[config.mk]
export PLATFORM = sky130hd
export DESIGN_NAME = modmul_pipe_2423
export DESIGN_NICKNAME = d
export VERILOG_FILES = /design/src/rtl/modq_pkg.sv /design/src/rtl/barrett_stage_2423.sv /design/src/rtl/modmul_pipe_2423.sv
export SDC_FILE = /design/constraint.sdc
export NUM_CORES = 1
export LEC_CHECK = 0
export BUFFER_PORTS_ARGS = -buffer_cell sky130_fd_sc_hd__buf_2
export CORE_AREA = 2 2 137 166
export CTS_BUF_LIST = sky130_fd_sc_hd__clkbuf_4
export DETAILED_ROUTE_END_ITERATION = 12
export DIE_AREA = 0 0 139 168
export PLACE_DENSITY = 0.84
export SLEW_MARGIN = 20
export SYNTH_ARGS = -nofsm -noshare
export SYNTH_HDL_FRONTEND = slang
export SYNTH_HIERARCHICAL = 1
export SYNTH_SLANG_ARGS = --single-unit
export TNS_END_PERCENT = 20
[constraint.sdc]
create_clock -name clk -period 6.69 [get_ports clk]
set_input_delay 0.3345 -clock clk [delete_from_list [all_inputs] [get_ports clk]]
set_output_delay 0.3345 -clock clk [all_outputs]
set_load 0.01 [all_outputs]
[src/rtl/modq_pkg.sv]
`default_nettype none
// ============================================================================
// Module      : modq_pkg
// Description : Shared constants and datapath types for the mod-2423
//               Barrett multiplier: modulus, Barrett constant and the
//               operand / product / quotient-estimate widths.
// Revision    : 1.0 - initial release
// ============================================================================
package modq_pkg;

    // Modulus and Barrett constant floor(2^24 / Q)
    localparam int unsigned C_Q_DEFAULT  = 2423;
    localparam int unsigned C_MU_DEFAULT = 6924;

    // Datapath widths
    localparam int unsigned C_OP_W   = 12;  // operands and result
    localparam int unsigned C_PROD_W = 23;  // full a*b for legal operands
    localparam int unsigned C_QUO_W  = 11;  // p >> 12
    localparam int unsigned C_QH_W   = 24;  // q*MU overflows 23 bits
    localparam int unsigned C_T_W    = 12;  // quotient estimate
    localparam int unsigned C_SHIFT  = 12;

    typedef logic [C_OP_W-1:0]   operand_t;
    typedef logic [C_PROD_W-1:0] prod_t;
    typedef logic [C_QUO_W-1:0]  quo_t;
    typedef logic [C_QH_W-1:0]   qh_t;
    typedef logic [C_T_W-1:0]    t_t;

endpackage : modq_pkg
`default_nettype wire

[src/rtl/barrett_stage_2423.sv]
`default_nettype none
// ============================================================================
// Module      : barrett_stage_2423
// Description : Reduction half of the mod-2423 multiplier. Stage S2 forms
//               the Barrett quotient estimate t from the product p; stage
//               S3 forms r = p - t*Q and the final correction into 0..Q-1.
//               Both stages advance only while en is high.
// Ports       : clk       - clock, rising edge
//               rst       - synchronous active-high reset, clears all stages
//               en        - pipeline advance enable
//               in_valid  - S1 valid bit feeding S2
//               in_p      - S1 product (23 bit)
//               in_err    - S1 operand-range flag
//               out_valid - S3 valid bit
//               out_r     - reduced result (12 bit)
//               out_err   - range flag travelling with out_r
// Revision    : 1.0 - initial release
// ============================================================================
module barrett_stage_2423
    import modq_pkg::*;
#(
    parameter int unsigned Q  = C_Q_DEFAULT,
    parameter int unsigned MU = C_MU_DEFAULT
) (
    input  logic        clk,
    input  logic        rst,
    input  logic        en,
    input  logic        in_valid,
    input  prod_t       in_p,
    input  logic        in_err,
    output logic        out_valid,
    output operand_t    out_r,
    output logic        out_err
);

    localparam prod_t C_Q_P   = prod_t'(Q);
    localparam prod_t C_Q2_P  = prod_t'(2 * Q);
    localparam qh_t   C_MU_QH = qh_t'(MU);

    // S2 registers
    logic     s2_valid_q, s2_valid_d;
    prod_t    s2_p_q,     s2_p_d;
    t_t       s2_t_q,     s2_t_d;
    logic     s2_err_q,   s2_err_d;

    // S3 registers
    logic     s3_valid_q, s3_valid_d;
    operand_t s3_r_q,     s3_r_d;
    logic     s3_err_q,   s3_err_d;

    // Combinational datapath
    quo_t     w_quo;
    qh_t      w_qh;
    t_t       w_t;
    prod_t    w_r;
    operand_t w_r_sub1;
    operand_t w_r_sub2;
    operand_t w_res;

    // ------------------------------------------------------------------
    // S2: quotient estimate t = ((p >> 12) * MU) >> 12
    // ------------------------------------------------------------------
    always_comb begin
        w_quo = quo_t'(in_p >> C_SHIFT);
        // The widened multiply keeps the 24th bit: q*MU reaches ~9.9e6.
        w_qh  = qh_t'(w_quo) * C_MU_QH;
        w_t   = t_t'(w_qh >> C_SHIFT);

        s2_valid_d = s2_valid_q;
        s2_p_d     = s2_p_q;
        s2_t_d     = s2_t_q;
        s2_err_d   = s2_err_q;
        if (en) begin
            s2_valid_d = in_valid;
            if (in_valid) begin
                s2_p_d   = in_p;
                s2_t_d   = w_t;
                s2_err_d = in_err;
            end
        end
    end

    // ------------------------------------------------------------------
    // S3: remainder and final correction.
    // The estimate t never exceeds p/Q, so r is non-negative, but the two
    // truncating shifts plus the floored MU let t fall short by up to two
    // (e.g. p = 32*253 gives r = 5673 > 2Q). The correction therefore
    // selects among r, r-Q and r-2Q in a single step.
    // ------------------------------------------------------------------
    always_comb begin
        w_r      = s2_p_q - (prod_t'(s2_t_q) * C_Q_P);
        w_r_sub1 = operand_t'(w_r - C_Q_P);
        w_r_sub2 = operand_t'(w_r - C_Q2_P);

        if (w_r >= C_Q2_P) begin
            w_res = w_r_sub2;
        end else if (w_r >= C_Q_P) begin
            w_res = w_r_sub1;
        end else begin
            w_res = operand_t'(w_r);
        end

        s3_valid_d = s3_valid_q;
        s3_r_d     = s3_r_q;
        s3_err_d   = s3_err_q;
        if (en) begin
            s3_valid_d = s2_valid_q;
            if (s2_valid_q) begin
                s3_r_d   = w_res;
                s3_err_d = s2_err_q;
            end
        end
    end

    always_ff @(posedge clk) begin
        if (rst) begin
            s2_valid_q <= 1'b0;
            s2_p_q     <= '0;
            s2_t_q     <= '0;
            s2_err_q   <= 1'b0;
            s3_valid_q <= 1'b0;
            s3_r_q     <= '0;
            s3_err_q   <= 1'b0;
        end else begin
            s2_valid_q <= s2_valid_d;
            s2_p_q     <= s2_p_d;
            s2_t_q     <= s2_t_d;
            s2_err_q   <= s2_err_d;
            s3_valid_q <= s3_valid_d;
            s3_r_q     <= s3_r_d;
            s3_err_q   <= s3_err_d;
        end
    end

    always_comb begin
        out_valid = s3_valid_q;
        out_r     = s3_r_q;
        out_err   = s3_err_q;
    end

endmodule : barrett_stage_2423
`default_nettype wire

[src/rtl/modmul_pipe_2423.sv]
`default_nettype none
// ============================================================================
// Module      : modmul_pipe_2423
// Description : Three-stage pipelined modular multiplier computing
//               (in_a * in_b) mod Q with Barrett reduction and a
//               valid/ready handshake on both sides. A single enable
//               (en = !out_valid | out_ready) advances every stage, so a
//               stalled output freezes the whole pipe without loss.
//               S1 (here) registers the 23-bit product; S2/S3 live in
//               barrett_stage_2423.
// Config      : MODMUL2423_RANGE_CHECK_EN - when defined, out_err flags
//               operands outside 0..Q-1; otherwise out_err is tied low.
// Ports       : clk       - clock, rising edge
//               rst       - synchronous active-high reset
//               in_valid  - operand pair offered
//               in_ready  - operand pair accepted when in_valid & in_ready
//               in_a/in_b - 12-bit operands, legal range 0..Q-1
//               out_valid - result present
//               out_ready - result consumed when out_valid & out_ready
//               out_r     - 12-bit result
//               out_err   - operand-range flag, qualified by out_valid
// Revision    : 1.0 - initial release
// ============================================================================
module modmul_pipe_2423
    import modq_pkg::*;
#(
    parameter int unsigned Q  = C_Q_DEFAULT,
    parameter int unsigned MU = C_MU_DEFAULT
) (
    input  logic              clk,
    input  logic              rst,
    input  logic              in_valid,
    output logic              in_ready,
    input  logic [C_OP_W-1:0] in_a,
    input  logic [C_OP_W-1:0] in_b,
    output logic              out_valid,
    input  logic              out_ready,
    output logic [C_OP_W-1:0] out_r,
    output logic              out_err
);

`ifdef MODMUL2423_RANGE_CHECK_EN
    localparam operand_t C_Q_OP = operand_t'(Q);
`endif

    logic  w_en;
    prod_t w_prod;
    logic  w_err;

    // S1 registers
    logic  s1_valid_q, s1_valid_d;
    prod_t s1_p_q,     s1_p_d;
    logic  s1_err_q,   s1_err_d;

    // ------------------------------------------------------------------
    // Enable and S1: full-width product, optional range flag
    // ------------------------------------------------------------------
    always_comb begin
        w_en   = !out_valid || out_ready;
        // Both operands widened before the multiply so no product bit is lost.
        w_prod = prod_t'(in_a) * prod_t'(in_b);
`ifdef MODMUL2423_RANGE_CHECK_EN
        w_err  = (in_a >= C_Q_OP) || (in_b >= C_Q_OP);
`else
        w_err  = 1'b0;
`endif

        s1_valid_d = s1_valid_q;
        s1_p_d     = s1_p_q;
        s1_err_d   = s1_err_q;
        if (w_en) begin
            s1_valid_d = in_valid;
            if (in_valid) begin
                s1_p_d   = w_prod;
                s1_err_d = w_err;
            end
        end
    end

    always_ff @(posedge clk) begin
        if (rst) begin
            s1_valid_q <= 1'b0;
            s1_p_q     <= '0;
            s1_err_q   <= 1'b0;
        end else begin
            s1_valid_q <= s1_valid_d;
            s1_p_q     <= s1_p_d;
            s1_err_q   <= s1_err_d;
        end
    end

    assign in_ready = w_en;

    // ------------------------------------------------------------------
    // S2/S3 reduction
    // ------------------------------------------------------------------
    barrett_stage_2423 #(
        .Q  (Q),
        .MU (MU)
    ) u_barrett (
        .clk       (clk),
        .rst       (rst),
        .en        (w_en),
        .in_valid  (s1_valid_q),
        .in_p      (s1_p_q),
        .in_err    (s1_err_q),
        .out_valid (out_valid),
        .out_r     (out_r),
        .out_err   (out_err)
    );

endmodule : modmul_pipe_2423
`default_nettype wire

Word-level counts from Yosys, hierarchy flattened --
Cells that the tools add are included. W data, S select, Z words.
Word-level totals: output and inout port bits 15, register bits 73
Operators by class: multipliers 3, mux-type cells 2, add/sub/neg operators 3, $lt $le $gt $ge 2, reductions and logical operators 5
Operator list (count):
- $mux W12 | 2
- $ge A23 B12 Y1 const B | 1
- $ge A23 B13 Y1 const B | 1
- $mul A12 B12 Y23 | 1
- $mul A12 B12 Y23 const B | 1
- $sub A23 B23 Y23 | 1
- $mul A11 B11 Y22 const B | 1
- $sub A12 B10 Y12 const B | 1
- $sub A12 B12 Y12 const B | 1
- $reduce_and A2 Y1 | 3
- $logic_not A1 Y1 | 1
- $logic_or A1 B1 Y1 | 1

Longest topological paths before layout --
Gate-level depths: netlist of run 1.
depth in word-level cells 5, gate-level depth with buffers 24, mapped depth without buffers 22

Hierarchy --
The synthesis of run 1 kept the hierarchy.
Modules (own cells, without submodules):
- barrett_stage_2423 | sequential area each 1021.0 um^2, times used 1, area an instance 8864.8 um^2, cells each 1044
- modmul_pipe_2423 | sequential area each 480.5 um^2, times used 1, area an instance 5544.1 um^2, cells each 658

Least setup slack after synthesis of run 1 --
Ideal clock, no wire load.
path type register to register, start point register u_barrett.s2_t_q[6], end point register u_barrett.s3_r_q[10] (netlist: u_barrett/out_r[10]), period minus slack after synthesis 6182 ps, setup time 88 ps, slack 508 ps, cell stages (with the launch flop) 24, arrival 6094 ps, path through dfxtp_1 inv_1 fa_1 inv_1 fa_1 inv_1 fa_1 fa_1 inv_1 fa_1 inv_1 ha_1 buf_2 a21o_1 a221oi_2 o21ai_1 a2111oi_0 o32ai_1 nor4_2 and4_1 buf_6 a21oi_1 or4_1 a311oi_2
Between the ends: cells in the longest elaborated chain, start to end 5, elaborated cells between the ends (all ways) 8
RTL lines:
- start, declared | RTL line barrett_stage_2423.sv:43 | t_t s2_t_q, s2_t_d;
- start signal, assigned | RTL line barrett_stage_2423.sv:127 | s2_t_q <= s2_t_d;
- $mul A12 B12 Y23 * | RTL line barrett_stage_2423.sv:91 | w_r = s2_p_q - (prod_t'(s2_t_q) * C_Q_P);
- $sub A23 B23 Y23 * | RTL line barrett_stage_2423.sv:91
- $ge A23 B12 Y1 / $sub A12 B12 Y12 (equally long branches) | RTL line barrett_stage_2423.sv:97, barrett_stage_2423.sv:92
- $mux W12 | RTL line barrett_stage_2423.sv:97 | end else if (w_r >= C_Q_P) begin
- $mux W12 * | RTL line barrett_stage_2423.sv:95 | if (w_r >= C_Q2_P) begin
- end signal, assigned | RTL line barrett_stage_2423.sv:130 | s3_r_q <= s3_r_d;
- end, declared | RTL line barrett_stage_2423.sv:48 | operand_t s3_r_q, s3_r_d;
Mark *: on every way between the ends. The rest lies on a longest branch, timed or not. A chain may end at the register's enable or synchronous reset.

Worst setup path after layout of run 1 --
start point register u_barrett.s2_t_q[9], end point register u_barrett.s3_r_q[9] (netlist: u_barrett/out_r[9])
Same word-level chain as after synthesis.

==> flow_summary_export.csv, run 1 <==
group,metric,value,unit
routing,wl,32300,µm
worst_setup_path,max_stage_delay,0.52,ns
worst_setup_path,cp-end-kind,"flip-flop",
timing,relSlewSlack,51.9,%
worst_setup_path,reg2reg_to,"u_barrett/out_r[9]$_SDFFE_PP0P_",
cts,cts_sinks,75,
layout,drive_gt1_share,7.01,%
timing,holdWs,0.166,ns
synthesis,synth_ff_type,"dfxtp_1",
routing,vias_per_cell,5.83,
routing,wl_per_cell,16.2,µm
die,core_area,21900,µm²
synthesis,synth.distinct_cells,87,
routing,ant_nets,0,
timing,slew_violations,0,
worst_setup_path,r2r_start,"u_barrett/s2_t_q[9]$_SDFFE_PP0P_",
synthesis,ys_warn_count,6,
synthesis,synth_top_family_by_area,"adder cells",
global_routing,grt_max_degree,50,
global_routing,grt_pass1_vias,12100,
status,run_status,"finished, final reports clean",
die,fp.dieW,139,µm
layout,fillCellCount,1731,
die,die-area,23400,µm²
cts,cts_made_buffers,9,
synthesis,synth_edf_count,0,
worst_setup_path,worstSetupPathType,"reg2reg",
timing,setup_violations,0,
routing,drt_iter0_markers,611,
routing,drt_pass1_iterations,7,
die,rows,60,
cts,path_clk_slew,0.18,ns
timing,fmax,0.155,GHz
cts,cts_root_buf,"clkbuf_4",
cts,clock_latency,0.48,ns
routing,drc,0,
synthesis,synth-adder-area-share,46.5,%
layout,fin_area,15000,µm²
global_routing,globalRouteMet3Util,2.76,%
place,dp.final_hpwl,26900,µm
global_routing,busiest_layer,"met2",
die,start_util,65.7,%
global_routing,antenna_found_initial,1,
synthesis,synthCells,1702,
global_routing,grt-ovfl-total,0,
worst_setup_path,reg2reg_depth,22,
place,port_buffers,42,
global_routing,grt_first_pass_wirelength,54600,µm
worst_setup_path,r2r_setup_slack,0.26,ns
layout,finalNetCount,2153,
worst_setup_path,crit_slowest_cell,"fa_1",
place,place_area,14800,µm²
cts,cts_tree,"built",
cts,hold_buffers,0,
timing,rsz0062_at_grt,"true",
synthesis,synthSimpleGateAreaFrac,15.4,%
timing,finalCritPeriodShare,96.2,%
worst_setup_path,startpoint_type,"flip-flop",
synthesis,yosysSeqAreaShare,10.4,%
cts,cts_buffer_depth,2,
worst_setup_path,arrival,6.84,ns
synthesis,synth-seq-cells,75,
place,gp_congestion,0.957,
routing,vias,11600,
synthesis,synth-compound-area-share,13.5,%
synthesis,synthMuxAreaShare,0.564,%
global_routing,use_met1,31.5,%
timing,tightest_slew,0.703,ns
timing,finalCriticalPeriod,6.43,ns
synthesis,async_flop_share,0,%
worst_setup_path,endpoint,"u_barrett/out_r[9]$_SDFFE_PP0P_",
layout,syn_to_final_growth,4.34,%
synthesis,syn-num-nets,2147,
die,die_h,168,µm
global_routing,use_met2,53.8,%
place,dp_slack,0.0899,ns
synthesis,synth_area_per_cell,8.47,µm²
global_routing,grt_usage,28.1,%
worst_setup_path,cp_data_required_time,7.10,ns
worst_setup_path,crit_top_cell,"fa_1",
timing,fin_skew,0.0551,ns
timing,hold_viol,0,
die,io_pins,43,
min_path,hold_class,"in2reg",
cts,htree_levels,3,
run,maxCapViolations,0,
worst_setup_path,crit_chain,"clkinvlp_4 > fa_1 > inv_1 > fa_1 > inv_1 > fa_1 > fa_1 > inv_1 > fa_1 > inv_1 > ha_2 > a21oi_1 > o211ai_1 > o211ai_1 > and4_1 > o22ai_1 > nor4_2 > and4_1 > buf_4 > a21oi_1 > or3_1 > a311oi_1",
worst_setup_path,crit_path_start,"u_barrett/s2_t_q[9]$_SDFFE_PP0P_",
synthesis,synth.cell_area,14400,µm²
synthesis,synth_xor_area_share,2.25,%
timing,setup_ws,0.257,ns
worst_setup_path,path_max_fanout,8,
[critical path, delay by kind of cell (launching register included)]
kind	cells	cell delay, ns
fa+ha+maj	6	2.83
buf+inv	6	0.56
compound gates	6	1.25
simple gates	4	1.31
flops	1	0.43
[sequential cells by signal, indices dropped and copies added, names as in the netlist]
signal and cells:
u_barrett/out_valid 1, u_barrett/s2_valid_q 1, u_barrett/out_err 1, u_barrett/s2_p_q 23, u_barrett/s2_err_q 1, u_barrett/out_r 12, s1_valid_q 1, s1_p_q 23
u_barrett/s2_t_q 12
[cell usage after synthesis (all sizes together), types with 6 or more instances]
cell,number,area share [%]
a211oi,17,0.92
a21boi,6,0.31
a21o,24,1.3
a21oi,116,4.2
and2,73,3.2
and3,14,0.62
buf,15,0.63
clkbuf,47,1.4
dfxtp,75,10
fa,197,27
ha,220,19
inv,354,9.2
mux2i,7,0.49
nand2,230,6.0
nand2b,10,0.45
nand3,20,0.69
nand3b,10,0.52
nand4,9,0.43
nor2,37,0.96
nor3,14,0.49
o211ai,17,0.89
o21ai,38,1.3
o21bai,9,0.49
or3,8,0.35
xnor2,22,1.3
xor2,15,0.91
[cell usage in the layout, fill, tap and decap left out, types with 4 or more instances in the layout]
master | netlist | final
fa_1 | 197 | 197
ha_2 | 0 | 4
o31ai_1 | 5 | 5
a21o_1 | 24 | 24
and2_1 | 73 | 73
a21boi_0 | 5 | 5
nor2_1 | 37 | 37
o21a_1 | 4 | 4
nand3_1 | 20 | 20
ha_1 | 220 | 216
a211o_1 | 5 | 5
nand3b_1 | 10 | 10
inv_1 | 354 | 352
nand4b_1 | 4 | 4
nand2_1 | 229 | 229
a31oi_1 | 4 | 4
nor3_1 | 14 | 14
a21oi_2 | 7 | 10
o21ai_1 | 5 | 5
o21bai_1 | 8 | 8
o21ai_0 | 33 | 30
xnor2_1 | 22 | 22
mux2i_1 | 7 | 7
dfxtp_1 | 75 | 73
nand4_1 | 8 | 8
nand2b_1 | 9 | 9
o211ai_1 | 17 | 17
and3_1 | 13 | 12
xor2_1 | 15 | 15
buf_2 | 9 | 42
or3_1 | 8 | 8
buf_4 | 0 | 16
a21oi_1 | 109 | 106
a211oi_1 | 16 | 15
clkbuf_4 | 0 | 10
[final cells by class]
cell class | count | area, µm² | area share [%]
multi-input cells | 1210 | 11300 | 75.5
flip-flops and latches | 75 | 1510 | 10.0
inverters | 354 | 1330 | 8.86
well taps | 279 | 349 | 2.32
repair buffers | 58 | 330 | 2.20
clock inverters | 6 | 88.8 | 0.591
clock buffers | 10 | 75.1 | 0.499
diodes | 1 | 2.50 | 0.0166
[worst min-delay path by stage]
stage	startpoint	end	depth (start not counted)
finish	out_ready	s1_valid_q$_SDFFE_PP0N_	3
floorplan	s1_p_q[11]$_SDFFE_PP0P_	u_barrett/s2_p_q[11]$_SDFFE_PP0P_	2
global placement	u_barrett/s2_err_q$_SDFFE_PP0P_	u_barrett/out_err$_SDFFE_PP0P_	2
detailed placement	s1_p_q[8]$_SDFFE_PP0P_	s1_p_q[8]$_SDFFE_PP0P_	2
CTS	out_ready	s1_valid_q$_SDFFE_PP0N_	3
global route	out_ready	s1_valid_q$_SDFFE_PP0N_	3
[stage by stage]
stage	std cells	utilization, %	setup TNS (ns)
final	1993	68.6	0
after detailed placement	1974	67.4	0
after global placement	1974	67.4	0
after CTS	1990	68.1	0
after global routing	1993	68.6	-0.168
after floorplan	1702	-	0
[routing by layer]
layer | vias up | part of all wire [%]
met3 | 107 | 3.8
li1 | 5491 | -
met5 | - | 0
met2 | 356 | 53
met4 | 0 | 4.0
met1 | 5658 | 39
[cell families (layout without fill, tap and decap cells)]
family | Yosys count | in the layout
AND/OR/NAND/NOR | 455 | 455
adder cells (fa/ha/maj) | 417 | 417
buffers and inverters | 417 | 428
AO/OA/AOI/OAI | 292 | 292
flip-flops | 75 | 75
XOR/XNOR | 37 | 37
multiplexers | 8 | 8
other | 1 | 2
[repair_timing]
item | 4_1_cts | 5_1_grt
gates resized for setup | 0 | 26
buffers inserted | 0 | 2
endpoints found under the setup margin | 0 | 12
Power of run 1 is not shown: default switching activity piles up to over one toggle a cycle in this logic, so the estimate is an artifact.
==> inputs of run 2 (changes only) <==
CORE_AREA = 2 2 136 164   (was 2 2 137 166)
DIE_AREA = 0 0 138 166   (was 0 0 139 168)
PLACE_DENSITY = 0.83   (was 0.84)
SYNTH_HIERARCHICAL = unset   (was 1)
==> run 2 against run 1 <==
  * Clock skew is 0.037 ns lower
  * Global-route usage increased by 1.1 points
  * Synthesized cell count down 3.6%
  * Non-clock buffer count is 23 higher
  * Flip-flop and latch count fell by 2
  * Core utilization up 0.63 points
  * Worst hold slack worse by 0.015 ns
  * Final cell count decreased by 1.9%
  * Via count shrank 2.3%
  * Critical endpoint is now u_barrett.out_r[11]$_SDFFE_PP0P_
  * Largest cell class unchanged
==> flow_summary_export.csv, run 2 <==
group,metric,value,unit
status,run_status,"finished, final reports clean",
layout,drive_gt1_share,9.65,%
die,fp.dieW,138,µm
place,dpl.cell_count,1929,
cts,path_clk_slew,0.14,ns
synthesis,ys_warn_count,0,
synthesis,synth_largest_area_cell,"fa_1",
global_routing,grt_usage,29.2,%
global_routing,use_met1,33.2,%
place,port_buffers,41,
cts,cts_made_buffers,9,
global_routing,use_met2,54.2,%
cts,clock_latency,0.50,ns
synthesis,async_flop_share,0,%
timing,setup-tns-final,0,ns
routing,ant_nets,0,
min_path,hold_path_depth,4,
routing,vias_per_cell,5.80,
cts,cts_sinks,73,
routing,wl,33500,µm
worst_setup_path,cp_data_required_time,7.09,ns
die,core_area,21400,µm²
timing,hold_viol,0,
timing,fmax,0.152,GHz
die,rows,59,
timing,setup_ws,0.127,ns
min_path,holdCritStartpoint,"out_ready",
synthesis,synth.distinct_cells,72,
global_routing,globalRouteMet3Util,4.27,%
global_routing,busiest_layer,"met2",
timing,finalCriticalPeriod,6.56,ns
layout,mostFrequentLayoutCells,"inv_1, nand2_1, ha_1",
layout,finalNetCount,2124,
routing,drc,0,
worst_setup_path,crit_slowest_cell,"fa_1",
timing,finalCritPeriodShare,98.1,%
worst_setup_path,max_stage_delay,0.53,ns
synthesis,syn-num-nets,2091,
synthesis,synth_ff_type,"dfxtp_1",
timing,setup_violations,0,
routing,wl_per_cell,17.1,µm
worst_setup_path,r2r_start,"u_barrett.s2_t_q[5]$_SDFFE_PP0P_",
worst_setup_path,crit_chain,"inv_2 > fa_1 > inv_1 > fa_1 > inv_1 > fa_1 > fa_1 > inv_1 > fa_1 > inv_1 > ha_4 > o211a_4 > buf_4 > or2_4 > a21oi_2 > o31ai_1 > o2bb2ai_2 > buf_4 > or4_1 > o211a_2 > and3_2 > or4_4 > and3_4 > o311a_1",
cts,hold_buffers,0,
global_routing,grt-ovfl-total,0,
global_routing,grt_pass1_vias,11700,
cts,cts_tree,"built",
synthesis,synth_edf_count,0,
worst_setup_path,crit_top_cell,"fa_1",
worst_setup_path,reg2reg_to,"u_barrett.out_r[11]$_SDFFE_PP0P_",
routing,drt_iter0_markers,726,
run,maxCapViolations,0,
cts,cts_buffer_depth,2,
layout,syn_to_final_growth,6.74,%
worst_setup_path,path_max_fanout,7,
die,io_pins,43,
worst_setup_path,startpoint_type,"flip-flop",
die,die-area,22900,µm²
layout,final_common_cell,"inv_1",
place,dp_slack,-0.0419,ns
worst_setup_path,cp-end-kind,"flip-flop",
global_routing,antenna_found_initial,2,
global_routing,grt_max_degree,67,
synthesis,synth_area_per_cell,8.46,µm²
timing,tightest_slew,0.745,ns
layout,fillCellCount,1637,
die,die_h,166,µm
place,dp.final_hpwl,27200,µm
worst_setup_path,r2r_setup_slack,0.13,ns
cts,htree_levels,3,
worst_setup_path,arrival,6.96,ns
routing,vias,11300,
cts,cts_root_buf,"clkbuf_4",
min_path,hold_path_end,"u_barrett.s2_valid_q$_SDFFE_PP0N_",
min_path,hold_class,"in2reg",
die,start_util,64.8,%
routing,drt_pass1_iterations,5,
synthesis,synth_top_area_share,28.4,%
timing,fin_skew,0.0180,ns
synthesis,netlist_top_cells_area,"fa_1, ha_1, dfxtp_1, inv_1, nand2_1",
synthesis,synth-seq-cells,73,
synthesis,netlist_top_cells_count,"inv_1, nand2_1, ha_1, fa_1, a21oi_1",
worst_setup_path,reg2reg_depth,24,
layout,instances_no_fill,1955,
synthesis,yosysSeqAreaShare,10.5,%
global_routing,grt_first_pass_wirelength,54800,µm
synthesis,yosysMostFrequentCell,"inv_1",
synthesis,synth.cell_area,13900,µm²
worst_setup_path,worstSetupPathType,"reg2reg",
layout,largestRegisters,"s1_p_q: 23 flops, u_barrett.s2_p_q: 23 flops",
place,gp_congestion,0.914,
timing,slew_violations,0,
synthesis,synthCells,1641,
timing,relSlewSlack,50.3,%
## run 2: cell count changes after synthesis, sizes merged, moves of 7 or more
cell / previous run / this run
nor2: 37 / 52
o211ai: 17 / 8
o21ai: 38 / 31
nand3b: 10 / 0
a21oi: 116 / 104
xnor2: 22 / 33
and2: 73 / 51
## run 2: final cells by class
class / count / area [µm²] / area share [%]
antenna: 2 / 5.00 / 0.0338
clock buffer: 10 / 75.1 / 0.507
clock inverter: 6 / 42.5 / 0.287
inverter: 348 / 1310 / 8.85
multi-input combinational: 1161 / 11100 / 74.7
sequential: 73 / 1470 / 9.91
tap: 274 / 343 / 2.31
timing repair buffer: 81 / 509 / 3.44
## run 2: per-stage QoR
stage / instance area [µm²] / utilization [%] / hold WS, ns
floorplan: 13900 / - / 0.432
global placement: 14400 / 67.4 / 0.438
detailed placement: 14400 / 67.4 / 0.445
CTS: 14600 / 68.0 / 0.141
global route: 14800 / 69.2 / 0.165
finish: 14800 / 69.2 / 0.151
## run 2: kinds of logic after synthesis
family          Yosys count  share of synthesized area [%]
compound gates          243                           11.3
xor+xnor                 49                           3.09
fa+ha+maj               422                           48.7
buf+inv                 407                           11.2
flops                    73                           10.5
mux                       3                          0.216
other cells               1                         0.0270
simple gates            443                           15.0
## run 2: routing by layer
metal | vias up | wire length, µm | part of all wire (%)
li1 | 5269 | - | -
met3 | 119 | 1880 | 5.6
met5 | - | 0 | 0
met4 | 0 | 1500 | 4.5
met1 | 5546 | 12500 | 37
met2 | 413 | 17600 | 53
## run 2: timing repair
action,in CTS,in global routing
pin swaps,1,25
endpoints found under the setup margin,3,10
setup buffers,1,7
gates resized for setup,1,54
## run 2: worst max path at each step
stage / start / to / slack, ns / cells after the start
final: u_barrett.s2_t_q[5]$_SDFFE_PP0P_ / u_barrett.out_r[11]$_SDFFE_PP0P_ / 0.13 / 24
after global routing: u_barrett.s2_t_q[7]$_SDFFE_PP0P_ / u_barrett.out_r[11]$_SDFFE_PP0P_ / -0.13 / 24
after CTS: u_barrett.s2_t_q[8]$_SDFFE_PP0P_ / u_barrett.out_r[11]$_SDFFE_PP0P_ / 0.006 / 22
after detailed placement: u_barrett.s2_t_q[7]$_SDFFE_PP0P_ / u_barrett.out_r[11]$_SDFFE_PP0P_ / -0.04 / 22
after global placement: u_barrett.s2_t_q[3]$_SDFFE_PP0P_ / u_barrett.out_r[11]$_SDFFE_PP0P_ / 0.03 / 20
after floorplan: u_barrett.s2_t_q[6]$_SDFFE_PP0P_ / u_barrett.out_r[11]$_SDFFE_PP0P_ / 0.05 / 22
## run 2: worst max-delay path: cells and delay by family (launching register included)
family	cells	cell delay, ns
adder cells (fa/ha/maj)	6	2.75
AND/OR/NAND/NOR	5	1.64
AO/OA/AOI/OAI	6	1.15
buffers and inverters	7	0.57
flip-flops	1	0.37
Power of run 2 is left out for the same reason.
==> inputs of run 3 (changes only) <==
PLACE_DENSITY = 0.84   (was 0.83)
==> run 3 against run 2 <==
  * Maximum frequency about the same
  * Clock-buffer cell count fell by 1
  * Final cell count unchanged
  * Non-clock buffer count up 2
  * Register-to-register slack about the same
==> flow_summary_export.csv, run 3 (same netlist as run 2, synthesis figures left out) <==
group,metric,value,unit
status,run_status,"finished, final reports clean",
layout,fillCellCount,1606,
worst_setup_path,reg2reg_depth,22,
cts,htree_levels,3,
routing,drt_pass1_iterations,5,
cts,path_clk_slew,0.15,ns
layout,syn_to_final_growth,6.53,%
routing,ant_nets,0,
global_routing,grt_first_pass_wirelength,55100,µm
routing,vias,11300,
timing,fin_skew,0.0289,ns
worst_setup_path,r2r_start,"u_barrett.s2_t_q[7]$_SDFFE_PP0P_",
routing,wl,33100,µm
place,gp_congestion,0.936,
worst_setup_path,cp_data_required_time,7.07,ns
min_path,hold_path_end,"u_barrett.s2_valid_q$_SDFFE_PP0N_",
worst_setup_path,cp-end-kind,"flip-flop",
global_routing,grt_usage,29.3,%
routing,vias_per_cell,5.77,
min_path,holdCritStartpoint,"out_ready",
timing,tightest_slew,0.747,ns
layout,multi_input_area,11000,µm²
worst_setup_path,reg2reg_to,"u_barrett.out_r[11]$_SDFFE_PP0P_",
die,io_pins,43,
cts,cts_buffer_depth,2,
layout,largestRegisters,"s1_p_q: 23 flops, u_barrett.s2_p_q: 23 flops",
routing,drc,0,
global_routing,grt_pass1_vias,11900,
timing,finalCritPeriodShare,98.0,%
place,dp.final_hpwl,27000,µm
global_routing,antenna_found_initial,1,
place,port_buffers,41,
cts,cts_sinks,73,
global_routing,grt_max_degree,67,
worst_setup_path,worstSetupPathType,"reg2reg",
die,rows,59,
worst_setup_path,path_max_fanout,5,
die,die_h,166,µm
die,die-area,22900,µm²
timing,setup_violations,0,
min_path,hold_path_depth,4,
worst_setup_path,startpoint_type,"flip-flop",
timing,relSlewSlack,50.2,%
layout,drive_gt1_share,8.87,%
place,place_area,14500,µm²
timing,slew_violations,0,
die,core_area,21400,µm²
die,fp.dieW,138,µm
layout,finalNetCount,2126,
cts,clock_latency,0.49,ns
cts,hold_buffers,0,
global_routing,grt-ovfl-total,0,
timing,fmax,0.153,GHz
min_path,hold_class,"in2reg",
layout,final_common_cell,"inv_1",
timing,rsz0062_at_grt,"true",
routing,drt_iter0_markers,590,
layout,fin_area,14800,µm²
timing,finalCriticalPeriod,6.56,ns
timing,hold_viol,0,
worst_setup_path,arrival,6.94,ns
layout,mostFrequentLayoutCells,"inv_1, nand2_1, ha_1",
cts,cts_root_buf,"clkbuf_4",
cts,cts_tree,"built",
routing,wl_per_cell,16.9,µm
cts,cts_made_buffers,9,
layout,seq_area,1470,µm²
die,start_util,64.8,%
worst_setup_path,r2r_setup_slack,0.13,ns
run,maxCapViolations,0,
[run 3: changes by cell type in the layout (fill, tap and decap cells not counted), sizes merged]
| cell | change |
|---|---|
| buf | +2 |
| bufinv | +1 |
| clkbuf | -1 |
| clkinv | -1 |
| diode | -1 |
[run 3: cell type report]
type	instances	area share (%)
Sequential cell	73	9.92
Timing Repair Buffer	83	3.52
Multi-Input combinational cell	1161	74.5
Inverter	348	8.83
Clock inverter	6	0.457
Tap cell	274	2.32
Antenna cell	1	0.0169
Clock buffer	9	0.457
[run 3: critical path: stages (launching register included)]
cell and delay, ns:
dfxtp_2 0.36, inv_2 0.08, fa_1 0.55, inv_1 0.06
fa_1 0.50, inv_1 0.05, fa_1 0.48, fa_1 0.50
inv_1 0.05, fa_1 0.53, inv_1 0.06, ha_4 0.26
a21o_1 0.24, buf_4 0.15, buf_4 0.13, o41ai_2 0.30
o2bb2ai_1 0.13, or4_4 0.50, nor4b_4 0.41, nand3_4 0.10
or4_4 0.55, and3_1 0.19, o311a_1 0.29
[run 3: per-stage QoR]
stage | TNS [ns] | setup slack (ns) | hold WS (ns) | utilization (%) | instances
floorplan | 0 | 0.0466 | 0.432 | - | 1641
global placement | 0 | 0.124 | 0.438 | 67.6 | 1934
detailed placement | -0.170 | -0.0775 | 0.445 | 67.6 | 1934
CTS | 0 | 0.0377 | 0.119 | 68.3 | 1951
global route | -0.265 | -0.111 | 0.152 | 69.1 | 1955
finish | 0 | 0.133 | 0.152 | 69.1 | 1955
[run 3: how the worst max path moves through the flow]
stage | to | slack, ns | startpoint
after floorplan | u_barrett.out_r[11]$_SDFFE_PP0P_ | 0.05 | u_barrett.s2_t_q[6]$_SDFFE_PP0P_
after global placement | u_barrett.out_r[8]$_SDFFE_PP0P_ | 0.12 | u_barrett.s2_t_q[7]$_SDFFE_PP0P_
after detailed placement | u_barrett.out_r[11]$_SDFFE_PP0P_ | -0.08 | u_barrett.s2_t_q[7]$_SDFFE_PP0P_
after CTS | u_barrett.out_r[11]$_SDFFE_PP0P_ | 0.04 | u_barrett.s2_t_q[6]$_SDFFE_PP0P_
after global routing | u_barrett.out_r[11]$_SDFFE_PP0P_ | -0.11 | u_barrett.s2_t_q[3]$_SDFFE_PP0P_
final | u_barrett.out_r[11]$_SDFFE_PP0P_ | 0.13 | u_barrett.s2_t_q[7]$_SDFFE_PP0P_
[run 3: metal layers]
| layer | up-vias | global-route usage, % | share of wire [%] |
|---|---|---|---|
| met5 | - | 0 | 0 |
| met4 | 0 | 12.0 | 3.9 |
| li1 | 5282 | - | - |
| met3 | 99 | 3.84 | 5.8 |
| met1 | 5523 | 33.2 | 38 |
| met2 | 375 | 55.3 | 53 |
[run 3: what timing repair did]
item / CTS / global route
setup buffers: 2 / 3
pin swaps: 2 / 11
gates resized for setup: 1 / 35
setup endpoints to repair: 4 / 10
Power of run 3 is left out for the same reason.
